<file path="config.mk">
export PLATFORM = sky130hd
export DESIGN_NAME = io_pwr_seq
export DESIGN_NICKNAME = d
export VERILOG_FILES = /design/src/rtl/io_pwr_pkg.sv /design/src/rtl/io_pwr_sync.sv /design/src/rtl/io_pwr_seq.sv
export SDC_FILE = /design/constraint.sdc
export NUM_CORES = 1
export LEC_CHECK = 0
export BUFFER_PORTS_ARGS = -buffer_cell sky130_fd_sc_hd__clkbuf_2
export CAP_MARGIN = 20
export CELL_PAD_IN_SITES_DETAIL_PLACEMENT = 1
export CELL_PAD_IN_SITES_GLOBAL_PLACEMENT = 1
export CORE_UTILIZATION = 40
export DETAILED_ROUTE_END_ITERATION = 16
export HOLD_SLACK_MARGIN = 0.02
export MAX_ROUTING_LAYER = met4
export PLACE_DENSITY = 0.8
export SLEW_MARGIN = 20
export SYNTH_ARGS = -nofsm -noshare
export SYNTH_HDL_FRONTEND = slang
export SYNTH_SLANG_ARGS = --single-unit
</file>
<file path="constraint.sdc">
create_clock -name clk_i -period 2.9 [get_ports clk_i]
set_clock_uncertainty 0.05 [all_clocks]
set_input_delay 0.58 -clock clk_i [delete_from_list [all_inputs] [get_ports clk_i]]
set_output_delay 0.58 -clock clk_i [all_outputs]
set_load 0.005 [all_outputs]
</file>
<file path="src/rtl/io_pwr_pkg.sv">
// Shared types and defaults for the IO pad-ring power sequencer family.
package io_pwr_pkg;
  typedef enum logic [2:0] {
    ST_OFF      = 3'd0,
    ST_DEBOUNCE = 3'd1,
    ST_RELEASE  = 3'd2,
    ST_ON       = 3'd3,
    ST_SHUTDOWN = 3'd4,
    ST_FAULT    = 3'd5
  } pwr_st_e;

  localparam int SYNC_STAGES_DEF = 2;
  localparam int SETTLE_CYC_DEF  = 8;
  localparam int GLITCH_W        = 8;
endpackage

</file>
<file path="src/rtl/io_pwr_sync.sv">
// Multi-flop synchronizer for asynchronous supply-detector flags; clears with reset.
module io_pwr_sync
  import io_pwr_pkg::*;
#(
  parameter int STAGES = SYNC_STAGES_DEF
) (
  input  logic clk_i,
  input  logic rst_ni,
  input  logic d_i,
  output logic q_o
);
  logic [STAGES-1:0] ff;

  always_ff @(posedge clk_i or negedge rst_ni) begin
    if (!rst_ni) ff <= '0;
    else         ff <= {ff[STAGES-2:0], d_i};
  end

  assign q_o = ff[STAGES-1];
endmodule

</file>
<file path="src/rtl/io_pwr_seq.sv">
// IO ring power sequencer: debounce supply, release pads, then isolation, with fault latch.
// Optional glitch counter output under IO_PWR_SEQ_GLITCH_CNT_EN.
module io_pwr_seq
  import io_pwr_pkg::*;
#(
  parameter int SYNC_STAGES = SYNC_STAGES_DEF,
  parameter int DEB_W       = 16,
  parameter int SETTLE_CYC  = SETTLE_CYC_DEF
) (
  input  logic             clk_i,
  input  logic             rst_ni,
  input  logic             pwr_ok_i,
  input  logic             en_i,
  input  logic [DEB_W-1:0] deb_cnt_i,
  input  logic             clr_fault_i,
  output logic             pad_en_o,
  output logic             iso_n_o,
  output logic             pwr_good_o,
  output logic             fault_o,
  output logic [2:0]       state_o
`ifdef IO_PWR_SEQ_GLITCH_CNT_EN
  ,
  output logic [GLITCH_W-1:0] glitch_cnt_o
`endif
);
  localparam logic [7:0] SETTLE_LAST = 8'(SETTLE_CYC - 1);

  pwr_st_e          st;
  logic             pok;
  logic [DEB_W-1:0] deb_cnt, deb_thr, deb_nxt;
  logic [7:0]       tmr;

  io_pwr_sync #(.STAGES(SYNC_STAGES)) u_sync (
    .clk_i  (clk_i),
    .rst_ni (rst_ni),
    .d_i    (pwr_ok_i),
    .q_o    (pok)
  );

  assign deb_thr = (deb_cnt_i == '0) ? DEB_W'(1) : deb_cnt_i;
  assign deb_nxt = (&deb_cnt) ? deb_cnt : deb_cnt + DEB_W'(1);

  always_ff @(posedge clk_i or negedge rst_ni) begin
    if (!rst_ni) begin
      st      <= ST_OFF;
      deb_cnt <= '0;
      tmr     <= '0;
    end else begin
      case (st)
        ST_OFF:
          if (en_i && pok) begin
            st      <= ST_DEBOUNCE;
            deb_cnt <= '0;
          end
        ST_DEBOUNCE:
          if (!pok || !en_i) st <= ST_OFF;
          else begin
            deb_cnt <= deb_nxt;
            // >= keeps a threshold lowered mid-debounce from stalling the FSM
            if (deb_nxt >= deb_thr) begin
              st  <= ST_RELEASE;
              tmr <= '0;
            end
          end
        ST_RELEASE:
          if (!pok)                    st  <= ST_FAULT;
          else if (tmr == SETTLE_LAST) st  <= ST_ON;
          else                         tmr <= tmr + 8'd1;
        ST_ON:
          if (!pok) st <= ST_FAULT;
          else if (!en_i) begin
            st  <= ST_SHUTDOWN;
            tmr <= '0;
          end
        ST_SHUTDOWN:
          if (!pok)                    st  <= ST_FAULT;
          else if (tmr == SETTLE_LAST) st  <= ST_OFF;
          else                         tmr <= tmr + 8'd1;
        ST_FAULT:
          if (clr_fault_i) st <= ST_OFF;
        default: st <= ST_OFF;
      endcase
    end
  end

`ifdef IO_PWR_SEQ_GLITCH_CNT_EN
  logic [GLITCH_W-1:0] glitch_cnt;

  always_ff @(posedge clk_i or negedge rst_ni) begin
    if (!rst_ni)          glitch_cnt <= '0;
    else if (clr_fault_i) glitch_cnt <= '0;
    else if (st == ST_DEBOUNCE && !pok && !(&glitch_cnt))
      glitch_cnt <= glitch_cnt + GLITCH_W'(1);
  end

  assign glitch_cnt_o = glitch_cnt;
`endif

  // Pure state decode: iso_n_o is only ever high in ON, where pad_en_o is high too.
  assign pad_en_o   = (st == ST_RELEASE) || (st == ST_ON) || (st == ST_SHUTDOWN);
  assign iso_n_o    = (st == ST_ON);
  assign pwr_good_o = (st == ST_ON);
  assign fault_o    = (st == ST_FAULT);
  assign state_o    = st;
endmodule
</file>
======== After elaboration in Yosys (flattened, before gate mapping) ========
Index checks and enable logic that the tools add are counted.
word-level totals
  flip-flop bits (word level) ............. 29
  logic and storage cells ................. 63
cells by class
  equality and inequality tests ........... 18
  $add $sub $neg .......................... 2
  reductions and logical operators ........ 15
  $lt $le $gt $ge ......................... 1
  multiplexer cells ....................... 23
operators with widths
  kind                   number
  $mux 16                4
  $mux 8                 6
  $pmux 16 s2            1
  $mux 3                 10
  $pmux 8 s3             1
  $pmux 3 s6             1
  $add 16x1->16 const B  1
  $ge 16x16->1           1
  $logic_not 16->1       1
  $reduce_and 16->1      1
  $ne 2x2->1 const B     6
  $ne 3x3->1 const B     4
  $add 8x1->8 const B    1
  $eq 8x3->1 const B     1
  $reduce_and 7->1       1
  $eq 3x2->1 const B     2
  $eq 3x3->1 const B     2
  $reduce_and 6->1       1
  $ne 2x1->1 const B     2
  $eq 3x1->1 const B     1
  $logic_not 3->1        1
  $logic_or 1x1->1       3
  $reduce_and 3->1       1
  $reduce_bool 3->1      1
  4 further kinds        5

======== Depth between registers and ports, before layout ========
Gate-level depths: netlist of the first run.
  depth in word-level cells ............... 6
  gate-level depth with buffers ........... 12
  depth with buffers taken out ............ 11

======== Hierarchy ========
Synthesis of the first run repeated with hierarchy kept, for this count alone.
unflattened totals
  cells, all modules ...................... 284
  area, all modules ....................... 2344.7 µm²
modules (own cells, without submodules)
  module       area an instance (µm²)  cells an instance  instances
  io_pwr_seq   2294.7                  282                1
  io_pwr_sync  50.0                    2                  1

======== Worst setup path after synthesis of the first run ========
Ideal clock, no wire load.
  kind .................................... reg-to-reg
  start ................................... reg deb_cnt[0]
  end ..................................... reg tmr[6]
  arrival ................................. 2.941 ns
  stages on the path, launching flop included .. 13
  path slack .............................. -0.180 ns
  data required time ...................... 2.762 ns
  clock period less this slack ............ 3.080 ns
  path through ............................ dfrtp_1 > ha_1 > nand2_1 > nor4_1 > buf_2 > nand2_1 > xnor2_1 > ha_1 > nand2b_1 > a2111oi_0 > nand3b_1 > nand4b_1 > a41oi_1
on the way
  cells in the longest elaborated chain, start to end .. 5
  elaborated cells between the ends (all ways) .. 6
  those cells by class .................... add/sub: 1; order compare: 1; eq/ne: 1; mux: 1; reduce/logical: 2
RTL lines
  element                                                    RTL line          RTL
  start, declared                                            io_pwr_seq.sv:30  logic [DEB_W-1:0] deb_cnt, deb_thr, deb_nxt;
  start signal, assigned                                     io_pwr_seq.sv:58  deb_cnt <= deb_nxt;
  $add 16x1->16 / $reduce_and 16->1 (equally long branches)  io_pwr_seq.sv:41  assign deb_nxt = (&deb_cnt) ? deb_cnt : deb_cnt + DEB_W'(1);
  $mux 16 (*)                                                io_pwr_seq.sv:41
  $ge 16x16->1 (*)                                           io_pwr_seq.sv:60  if (deb_nxt >= deb_thr) begin
  $ne 2x2->1 (no line) (*)                                   -
  $reduce_and 7->1 (no line) (*)                             -
  end signal, assigned                                       io_pwr_seq.sv:68  else tmr <= tmr + 8'd1;
  end signal, assigned                                       io_pwr_seq.sv:78  else tmr <= tmr + 8'd1;
  end, declared                                              io_pwr_seq.sv:31  logic [7:0] tmr;
Every way passes the cells marked *; elsewhere a longest branch is shown, timed or not.
A chain may end at the register's enable or synchronous reset.

======== Worst setup path in the final report of the first run ========
  start ................................... reg deb_cnt[8]
  end ..................................... reg tmr[7]
The elaborated chain is that of the path after synthesis.

==> summary.md, run 1 <==
| Metric | Value |
|---|---|
| Core box area | 5640 um^2 |
| Endpoints failing hold | 0 |
| VDD IR-drop max | 0.350 mV |
| R2r setup slk | -0.32 ns |
| Fin area | 3320 um^2 |
| Failing checks | setup timing |
| Sw Ratio | 41.9% |
| Main synth FF type | dfrtp_1 |
| Vias in the first global route | 2,776 |
| Port bufs | 27 |
| 1st-iter DRT viols | 253 |
| Die height | 79.5 um |
| Num CTS Buffers | 5 |
| Share of layout cells above drive strength 1 | 34.6% |
| Chip Width | 79.5 um |
| Synthesized Nets | 334 |
| Max_slew headroom | 50.1% |
| Final Net Count | 417 |
| DP Worst Slack | -0.390 ns |
| Async S/R FF share, synth | 100% |
| Post-route DRC | 0 |
| CTS sink count | 29 |
| Net Sw Power | 0.778 mW |
| Netlist cell types | 51 |
| Worst-path clk slew | 0.07 ns |
| Fin worst setup slack | -0.316 ns |
| Grt ovf | 0 |
| Arrival @ worst endpoint | 3.37 ns |
| Antenna-violating nets left | 0 |
| Worst path bufs/invs | 3 |
| Post-synthesis sequential element count | 29 |
| Area of placed instances | 2920 um^2 |
| N_diodes | 0 |
| Die footprint | 6320 um^2 |
| Tmin final | 3.22 ns |
| Routability Congestion | 0.955 |
| Power per cell area | 558 nW/um^2 |
| Starting density of the core | 42.6% |
| Setup violation total in the final timing report | 10 |
| Clk_lat worst skew | 0.28 ns |
| Row cnt | 27 |
| Clock Path Buffers | 2 |
| Wire per inst | 20.2 um |
| Area Overhead vs Synth | 38.3% |
| CP peak stage delay | 0.54 ns |
| Worst setup path class | reg -> reg |
| TritonCTS clock tree | built |
| Yosys warns | 0 |
| Area contributors post-synth | dfrtp_1 (30%), ha_1 (9.4%), a21oi_1 (5.4%) |
| CP Max Fanout | 8 |
| Synth Cell Area | 2400 um^2 |
| Leakage power | 1.69 nW |
| Crit. End Element | flip-flop |
| Crit-path most repeated cell | buf_6 |
| Clock root buffer | clkbuf_8 |
| Crit path max-delay family | simple AND/OR/NAND/NOR gates |
| Pin count of the biggest net entering global routing | 30 |
| Number of primary I/O pins | 28 |
| Power Internal | 1.08 mW |
| Clock share of power | 18.0% |
| Post-synth top area share | 30.2% |
| Startpoint types | flip-flop |
| CP Cell Sequence | nand4_1 > buf_4 > or4_4 > o2111a_1 > xor2_1 > ha_1 > nand2_2 > nor3_4 > buf_6 > a22oi_2 > nand4b_1 > buf_6 > a31oi_1 |
| Post-synth EDFFs | 0 |
| Initial antenna violation count | 0 |
| Routed WL | 9090 um |
| Worst Tran Pin Value | 0.748 ns |
| H-Tree Depth | 2 |
| RSZ-0062 raised after global routing | yes |
| Total GRT Usage | 28.4% |
| Cells after Synth | 295 |
| HP Class | in -> async |
| Req. time, crit path | 3.06 ns |
| Synth area leader | dfrtp_1 |
| Slew Limit Fails | 0 |
| Synthesized area per cell | 8.14 um^2 |
| Hold_buf cts | 0 |
| Via count | 2,732 |
| Global-route wire length before repair | 13,500 um |
| Fmax | 311 MHz |
| Share of total power in combinational logic | 47.4% |
| Max stage delay cell, worst path | or4_4 |
| Detail Placement HPWL | 5780 um |
| Via-to-Cell Ratio | 6.06 |
| TritonRoute pass-1 iters | 5 |
| Max Cap Viol | 0 |
| Status | finished with violations |
| Sequential power share | 34.6% |
| Sequential share of the synthesized area | 30.2% |
| Final Cycle Share | 111% |
[layer usage]
layer / track usage (%) / part of all wire [%]
met5: - / 0
met3: 3.66 / 4.8
met1: 32.9 / 41
met4: 10.0 / 2.8
met2: 50.2 / 51
[worst paths after layout]
check,from,to,cells after the start
max in group asynchronous,rst_ni,state_o[2],1
min in group clk_i,u_sync.ff[0],u_sync.ff[1],0
max,deb_cnt[8],tmr[7],13
max reg2reg,deb_cnt[8],tmr[7],13
min,rst_ni,deb_cnt[8],1
min reg2reg,u_sync.ff[0],u_sync.ff[1],0
[power by group through the flow]
stage                     logic (mW)  clock network [mW]  registers (mW)
after global routing           0.954               0.356           0.656
after floorplan                0.459                   0           0.582
after detailed placement       0.713                   0           0.629
after global placement         0.670                   0           0.616
after CTS                      0.777               0.336           0.630
final                          0.879               0.333           0.642
[placed cells by master, fill, tap and decap left out, types with 3 or more instances in the layout]
cell type / count
o21a_1: 3
o22ai_1: 3
nand2_2: 3
nor2b_1: 3
nand2_1: 27
and3_1: 7
xor2_1: 5
nand3_1: 8
o21ai_0: 7
a21oi_2: 3
nor3_1: 5
and4_1: 4
nand4_1: 9
buf_6: 4
inv_1: 20
dfrtp_1: 29
a31oi_1: 3
mux2i_1: 9
nor4_1: 3
clkbuf_8: 5
nor2_1: 20
xnor2_1: 9
buf_4: 62
a22o_1: 3
o21ai_1: 11
clkbuf_2: 27
ha_1: 16
a21oi_1: 23
o211a_1: 3
[registers in the layout, indices dropped and copies added (netlist names)]
| name | cells |
|---|---|
| deb_cnt | 16 |
| tmr | 8 |
| state_o | 3 |
| u_sync.ff | 2 |
[Yosys cell counts (2+ instances only)]
| master | n |
|---|---|
| ha_1 | 18 |
| o21ai_1 | 11 |
| inv_1 | 20 |
| nor2b_1 | 3 |
| a41oi_1 | 3 |
| nand3_1 | 8 |
| nand3b_1 | 2 |
| buf_2 | 4 |
| o21a_1 | 3 |
| and4_1 | 4 |
| nor3_1 | 8 |
| mux2i_1 | 9 |
| dfrtp_1 | 29 |
| clkbuf_1 | 12 |
| nand4_1 | 9 |
| nor2_1 | 21 |
| a31oi_1 | 4 |
| nor4_1 | 4 |
| a22o_1 | 3 |
| a22oi_1 | 2 |
| nand2b_1 | 3 |
| o211a_1 | 3 |
| xnor2_1 | 9 |
| a21oi_1 | 26 |
| a211oi_1 | 3 |
| o22ai_1 | 3 |
| o21ai_0 | 7 |
| nand2_1 | 31 |
| and3_1 | 7 |
| xor2_1 | 5 |
[logic make-up after synthesis]
kind of cell | after synthesis | share of synthesized area (%)
simple gates | 106 | 22.5
compound gates | 81 | 22.3
buf+inv | 37 | 6.15
flops | 29 | 30.2
fa+ha+maj | 18 | 9.38
xor+xnor | 14 | 5.10
mux | 10 | 4.37
[worst reg2reg max path, delay by kind of cell (launching register included)]
family	cells	cell delay [ns]
buffers and inverters	3	0.50
AO/OA/AOI/OAI	3	0.70
flip-flops	1	0.37
AND/OR/NAND/NOR	5	1.06
adder cells (fa/ha/maj)	1	0.29
XOR/XNOR	1	0.16
[through the flow]
step	cells	hold WS [ns]	total power, mW	util [%]	setup TNS [ns]
3_5_place_dp	423	0.286	1.34	51.7	-3.24
2_1_floorplan	295	0.234	1.04	-	0
4_1_cts	440	0.301	1.74	56.0	-0.771
3_3_place_gp	423	0.285	1.29	51.7	-2.46
5_1_grt	451	0.314	1.97	58.9	-4.58
6_report	451	0.299	1.85	58.9	-2.98
[final cells by class]
type,instances,area [um^2]
timing repair buffer,93,646
multi-input combinational,229,1700
inverter,20,75.1
fill,692,2320
tap,72,90.1
clock buffer,5,68.8
sequential,29,726
clock inverter,3,17.5
[what timing repair did]
| action | 4_1_cts | 5_1_grt |
|---|---|---|
| setup endpoints to repair | 10 | 10 |
| pin swaps | 17 | 20 |
| setup buffers | 9 | 12 |
| gates resized for setup | 16 | 13 |
(Power assumes the default switching activity.)
==> run 2, diff against run 1 <==
--- a/config.mk
+++ b/config.mk
@@ -9,6 +9,7 @@
 export CAP_MARGIN = 20
 export CELL_PAD_IN_SITES_DETAIL_PLACEMENT = 1
 export CELL_PAD_IN_SITES_GLOBAL_PLACEMENT = 1
+export CORE_MARGIN = 5
 export CORE_UTILIZATION = 40
 export DETAILED_ROUTE_END_ITERATION = 16
 export HOLD_SLACK_MARGIN = 0.02
==> summary.md, run 2 (synthesis results as in run 1) <==
| Metric | Value |
|---|---|
| Routed WL | 7800 um (-14%) |
| Crit. End Element | flip-flop |
| Starting density of the core | 40.8% (-1.8 points) |
| Most common cell after layout, fill and taps aside | buf_4 |
| Final Cycle Share | 108% (-3.0 points) |
| TritonCTS clock tree | built |
| Clock Path Buffers | 2 (unchanged) |
| CTS sink count | 29 (unchanged) |
| Via count | 2,527 (-7.5%) |
| N_diodes | 0 (unchanged) |
| Setup violation total in the final timing report | 10 (unchanged) |
| Via-to-Cell Ratio | 5.76 (-5.0%) |
| Worst setup path class | reg -> reg |
| Wire per inst | 17.8 um (-12%) |
| Sum Neg Setup Slack | -1.96 ns (+1.02 ns) |
| Routability Congestion | 0.916 (-4.0%) |
| Vias in the first global route | 2,843 (+2.4%) |
| Fin util | 53.4% (-5.5 points) |
| Grt ovf | 0 (unchanged) |
| Detail Placement HPWL | 5730 um (-0.83%) |
| FF-to-FF path depth | 13 (unchanged) |
| Final Net Count | 402 (-3.6%) |
| Fmax | 320 MHz (+2.8%) |
| Worst-path clk slew | 0.07 ns (about the same) |
| Failing checks | setup timing |
| Total GRT Usage | 22.8% (-5.6 points) |
| Share of layout cells above drive strength 1 | 29.7% (-4.9 points) |
| Endpoints failing hold | 0 (unchanged) |
| Die footprint | 7660 um^2 (+21%) |
| Num CTS Buffers | 5 (unchanged) |
| Leakage power | 1.58 nW (-6.3%) |
| Hold_buf cts | 0 (unchanged) |
| 1st-iter DRT viols | 111 (-56%) |
| Fin worst setup slack | -0.228 ns (+0.0872 ns) |
| Port bufs | 27 (unchanged) |
| Pin count of the biggest net entering global routing | 30 (unchanged) |
| Startpoint types | flip-flop |
| Chip Width | 87.5 um (+10%) |
| Slew Limit Fails | 0 (unchanged) |
| Die height | 87.5 um (+10%) |
| TritonRoute pass-1 iters | 4 (-1) |
| H-Tree Depth | 2 (unchanged) |
| Largest Register | deb_cnt |
| Antenna-violating nets left | 0 (unchanged) |
| Max Cap Viol | 0 (unchanged) |
| Req. time, crit path | 3.01 ns (-0.05 ns) |
| Worst Tran Pin Value | 0.757 ns (+0.00915 ns) |
| VDD IR-drop max | 0.379 mV (+8.1%) |
| Power per cell area | 552 nW/um^2 (-1.1%) |
| RSZ-0062 raised after global routing | yes |
| Clk_lat worst skew | 0.28 ns (about the same) |
| Post-route DRC | 0 (unchanged) |
| HP Class | in -> async |
| Status | finished with violations |
| Arrival @ worst endpoint | 3.24 ns (-0.13 ns) |
| Area Overhead vs Synth | 30.9% |
| Filler instances | 728 (+5.2%) |
| Tmin final | 3.13 ns (-0.0872 ns) |
| Most frequent cells in the layout | buf_4 (49), dfrtp_1 (29), nand2_1 (28) |
| Clock root buffer | clkbuf_8 |
| Number of primary I/O pins | 28 (unchanged) |
| CP Max Fanout | 8 (unchanged) |
| Row cnt | 28 (+3.7%) |
| Initial antenna violation count | 0 (unchanged) |
| Max_slew headroom | 49.5% (-0.61 points) |
| Core box area | 5890 um^2 (+4.3%) |
| Global-route wire length before repair | 13,300 um (-1.3%) |
| Max FFs per register | 16 (unchanged) |
## run 2: final cells by class
type	instances	area [um^2]	share of cell area, %
Clock buffer	5	68.8	2.19
Clock inverter	3	17.5	0.557
Inverter	20	75.1	2.39
Multi-Input combinational cell	229	1640	52.1
Sequential cell	29	726	23.1
Tap cell	75	93.8	2.98
Timing Repair Buffer	78	526	16.7
## run 2: metal layers
| metal | share of wire (%) | wire (um) | vias to the layer above | global-route usage (%) |
|---|---|---|---|---|
| met2 | 51 | 3990 | 68 | 40.3 |
| met3 | 4.0 | 309 | 21 | 2.74 |
| met5 | 0 | 0 | - | - |
| li1 | - | - | 1216 | - |
| met1 | 42 | 3270 | 1222 | 25.4 |
| met4 | 2.9 | 229 | 0 | 10.3 |
## run 2: worst max-delay path: stages (launching register included)
cell      delay, ns
dfrtp_1        0.40
ha_4           0.17
nand2_4        0.07
buf_6          0.12
or4_4          0.54
o2111a_1       0.28
xor2_1         0.15
ha_1           0.30
nand2_2        0.07
nor3_4         0.22
nand3b_1       0.21
nand4b_1       0.18
buf_6          0.15
a41oi_2        0.09
## run 2: power breakdown
group / total [mW] / internal [mW] / switching (mW)
clock: 0.332 / 0.165 / 0.167
combinational: 0.772 / 0.376 / 0.396
sequential: 0.632 / 0.496 / 0.136
## run 2: final timing paths
check,slack [ns],start,end
max,-0.23,deb_cnt[1],tmr[6]
min,0.30,rst_ni,tmr[3]
max reg2reg,-0.23,deb_cnt[1],tmr[6]
min reg2reg,0.30,u_sync.ff[0],u_sync.ff[1]
max in group asynchronous,2.02,rst_ni,deb_cnt[13]
min in group clk_i,0.30,u_sync.ff[0],u_sync.ff[1]
## run 2: per-stage QoR
| step | cells | power, mW | instance area [um^2] | worst slack [ns] | hold WS (ns) |
|---|---|---|---|---|---|
| floorplan | 295 | 1.04 | 2440 | 0.00190 | 0.234 |
| global placement | 422 | 1.28 | 2890 | -0.280 | 0.282 |
| detailed placement | 422 | 1.33 | 2890 | -0.313 | 0.289 |
| CTS | 438 | 1.72 | 3100 | -0.125 | 0.304 |
| global route | 439 | 1.87 | 3140 | -0.356 | 0.320 |
| finish | 439 | 1.74 | 3140 | -0.228 | 0.303 |
## run 2: repair_timing
| item | CTS | global route |
|---|---|---|
| hold endpoints to repair | 0 | 0 |
| buffers inserted | 8 | 1 |
| pin swaps | 16 | 12 |
| gates resized for setup | 11 | 7 |
| setup endpoints to repair | 10 | 10 |
==> run 3, diff against run 2 <==
--- a/config.mk
+++ b/config.mk
@@ -18,4 +18,5 @@
 export SLEW_MARGIN = 20
 export SYNTH_ARGS = -nofsm -noshare
 export SYNTH_HDL_FRONTEND = slang
+export SYNTH_HIERARCHICAL = 1
 export SYNTH_SLANG_ARGS = --single-unit
==> summary.md, run 3 <==
| Metric | Value |
|---|---|
| CP peak stage delay | 0.39 ns (-0.15 ns) |
| Die height | 86.6 um (-1.1%) |
| TritonCTS clock tree | built |
| Sequential share of the synthesized area | 30.9% (+0.74 points) |
| Yosys warns | 6 (+6) |
| Area contributors post-synth | dfrtp_1 (31%), ha_1 (9.6%), nand2_1 (5.3%) |
| Worst path bufs/invs | 1 (-1) |
| Final Non-Filler Cells | 427 (-2.7%) |
| Largest Register | deb_cnt |
| Fin worst setup slack | -0.428 ns (-0.200 ns) |
| Post-synth EDFFs | 0 (unchanged) |
| Worst r2r dst | tmr[6] |
| RSZ-0062 raised after global routing | yes |
| Max FFs per register | 16 (unchanged) |
| Failing checks | setup timing |
| HP Class | in -> async |
| Synth Cell Area | 2340 um^2 (-2.4%) |
| CP Cell Sequence | and4_1 > nand3_1 > buf_4 > nor2b_1 > nand4_1 > xnor2_1 > ha_1 > nand2_2 > nor3_1 > a211oi_2 > nand4_1 > nand2_2 > a211o_1 |
| Netlist cell types | 55 (+7.8%) |
| Vias in the first global route | 2,681 (-5.7%) |
| Tot Pwr | 2.14 mW (+23%) |
| Area Overhead vs Synth | 37.9% |
| Worst-path clk slew | 0.07 ns (about the same) |
| 1st-iter DRT viols | 175 (+58%) |
| Main synth FF type | dfrtp_1 |
| Die footprint | 7490 um^2 (-2.1%) |
| Arrival @ worst endpoint | 3.46 ns (+0.22 ns) |
| Crit. End Element | flip-flop |
| Number of primary I/O pins | 28 (unchanged) |
| Cells after Synth | 284 (-3.7%) |
| Share of layout cells above drive strength 1 | 36.3% (+6.7 points) |
| Startpoint types | flip-flop |
| Synthesized area per cell | 8.26 um^2 (+1.4%) |
| Filler instances | 662 (-9.1%) |
| R2r setup slk | -0.43 ns (-0.20 ns) |
| Initial antenna violation count | 0 (unchanged) |
| Pin count of the biggest net entering global routing | 30 (unchanged) |
| Status | finished with violations |
| Via count | 2,666 (+5.5%) |
| Starting density of the core | 41.8% (+1.0 points) |
| Routed WL | 9870 um (+27%) |
| Clk_lat worst skew | 0.30 ns (+0.02 ns) |
| Leakage power | 1.60 nW (+0.91%) |
| Total stage count of the critical path | 13 (unchanged) |
| Crit path max-delay family | simple AND/OR/NAND/NOR gates |
| Chip Width | 86.6 um (-1.1%) |
| CP Max Fanout | 5 (-3) |
| Via-to-Cell Ratio | 6.24 (+8.5%) |
| Top cells by count, synth | nand2_1 (33), dfrtp_1 (29), a21oi_1 (23) |
| Worst setup path class | reg -> reg |
| Core box area | 5610 um^2 (-4.7%) |
| Register area | 726 um^2 (unchanged) |
| R2r startpoint | deb_cnt[7] |
| Setup violation total in the final timing report | 11 (+1) |
| Num CTS Buffers | 5 (unchanged) |
| Most instantiated library cell after synthesis | nand2_1 |
| Worst Tran Pin Value | 0.780 ns (+0.0231 ns) |
| Final Net Count | 393 (-2.2%) |
| Hold_ws | 0.293 ns (-0.00953 ns) |
| Power per cell area | 663 nW/um^2 (+20%) |
| Tmin final | 3.33 ns (+0.200 ns) |
| Wire per inst | 23.1 um (+30%) |
| Max stage delay cell, worst path | dfrtp_1 |
| Clock root buffer | clkbuf_8 |
| Routability Congestion | 0.876 (-4.4%) |
| Sum Neg Setup Slack | -4.10 ns (-2.14 ns) |
| Port bufs | 27 (unchanged) |
| Max Cap Viol | 0 (unchanged) |
| Req. time, crit path | 3.04 ns (+0.03 ns) |
| Global-route wire length before repair | 13,900 um (+4.8%) |
| Synthesized Nets | 323 (-3.3%) |
| Endpoints failing hold | 0 (unchanged) |
| H-Tree Depth | 2 (unchanged) |
| Slew Limit Fails | 0 (unchanged) |
| Post-synth top area share | 30.9% (+0.74 points) |
| N_diodes | 0 (unchanged) |
| Fmax | 300 MHz (-6.0%) |
| DP Cell Count | 411 (-2.6%) |
| TritonRoute pass-1 iters | 5 (+1) |
| VDD IR-drop max | 0.470 mV (+24%) |
| Total GRT Usage | 24.9% (+2.1 points) |
| Antenna-violating nets left | 0 (unchanged) |
| Detail Placement HPWL | 5660 um (-1.2%) |
| Most common cell after layout, fill and taps aside | buf_4 |
| Grt ovf | 0 (unchanged) |
| Final Cycle Share | 115% (+6.9 points) |
| Post-route DRC | 0 (unchanged) |
| Post-synthesis sequential element count | 29 (unchanged) |
| Max_slew headroom | 48.0% (-1.5 points) |
| Most frequent cells in the layout | buf_4 (45), dfrtp_1 (29), nand2_1 (28) |
| FF-to-FF path depth | 13 (unchanged) |
| Clock Path Buffers | 2 (unchanged) |
| Row cnt | 27 (-3.6%) |
| Synth area leader | dfrtp_1 |
| Multi-input gate area | 1730 um^2 (+5.6%) |
| CTS sink count | 29 (unchanged) |
| Async S/R FF share, synth | 100% (unchanged) |
## run 3: cell types whose count changed after synthesis, sizes merged, moves of 4 or more
cell and change:
and2 +4, nand3 +6, mux2i -4, clkbuf -5
## run 3: per-stage QoR
step	instance area (um^2)	utilization, %	setup slack, ns
6_report	3230	57.7	-0.428
5_1_grt	3230	57.7	-0.520
3_3_place_gp	2820	50.2	-0.144
4_1_cts	3100	55.4	-0.0293
3_5_place_dp	2820	50.2	-0.303
2_1_floorplan	2360	-	0.00699
## run 3: area by class of cell
type / instances / share of cell area, %
clock buffer: 7 / 2.67
clock inverter: 1 / 0.929
inverter: 18 / 2.09
multi-input combinational: 226 / 53.5
sequential: 29 / 22.4
tap: 72 / 2.79
timing repair buffer: 74 / 15.6
## run 3: kinds of logic after synthesis
group           synth area share [%]
buf+inv                         5.55
compound gates                  19.7
flops                           31.0
simple gates                    26.8
fa+ha+maj                       9.61
xor+xnor                        5.23
mux                             2.13
## run 3: what timing repair did
item / in CTS / in global routing
endpoints found under the setup margin: 11 / 11
gates resized for setup: 30 / 15
gates cloned: 0 / 0
hold buffers: 0 / 0
setup buffers: 2 / 6
pin swaps: 19 / 21
## run 3: worst max-delay path by stage
stage	start	end	slack [ns]
floorplan	deb_cnt[0]	tmr[6]	0.007
global placement	deb_cnt[1]	tmr[3]	-0.14
detailed placement	deb_cnt[1]	tmr[3]	-0.30
CTS	deb_cnt[0]	tmr[6]	-0.03
global route	deb_cnt[7]	tmr[6]	-0.52
finish	deb_cnt[7]	tmr[6]	-0.43
## run 3: report_power, final
part	total, mW	leakage, nW	internal, mW	switching [mW]
Clock	0.463	0.0585	0.280	0.183
Combinational	1.10	1.16	0.458	0.642
Sequential	0.579	0.379	0.484	0.0958
Total	2.14	1.60	1.22	0.921
## run 3: per-layer routing
| layer | global-route usage [%] | vias up | part of all wire, % |
|---|---|---|---|
| li1 | - | 1160 | - |
| met3 | 4.09 | 58 | 7.0 |
| met5 | - | - | 0 |
| met2 | 40.5 | 154 | 48 |
| met1 | 30.2 | 1294 | 39 |
| met4 | 11.6 | 0 | 5.8 |
## run 3: worst reg2reg max path: cells and delay by family, from the launching register on
| family | cells | cell delay (ns) |
|---|---|---|
| AND/OR/NAND/NOR | 8 | 1.70 |
| flip-flops | 1 | 0.39 |
| AO/OA/AOI/OAI | 2 | 0.37 |
| XOR/XNOR | 1 | 0.33 |
| adder cells (fa/ha/maj) | 1 | 0.21 |
| buffers and inverters | 1 | 0.16 |
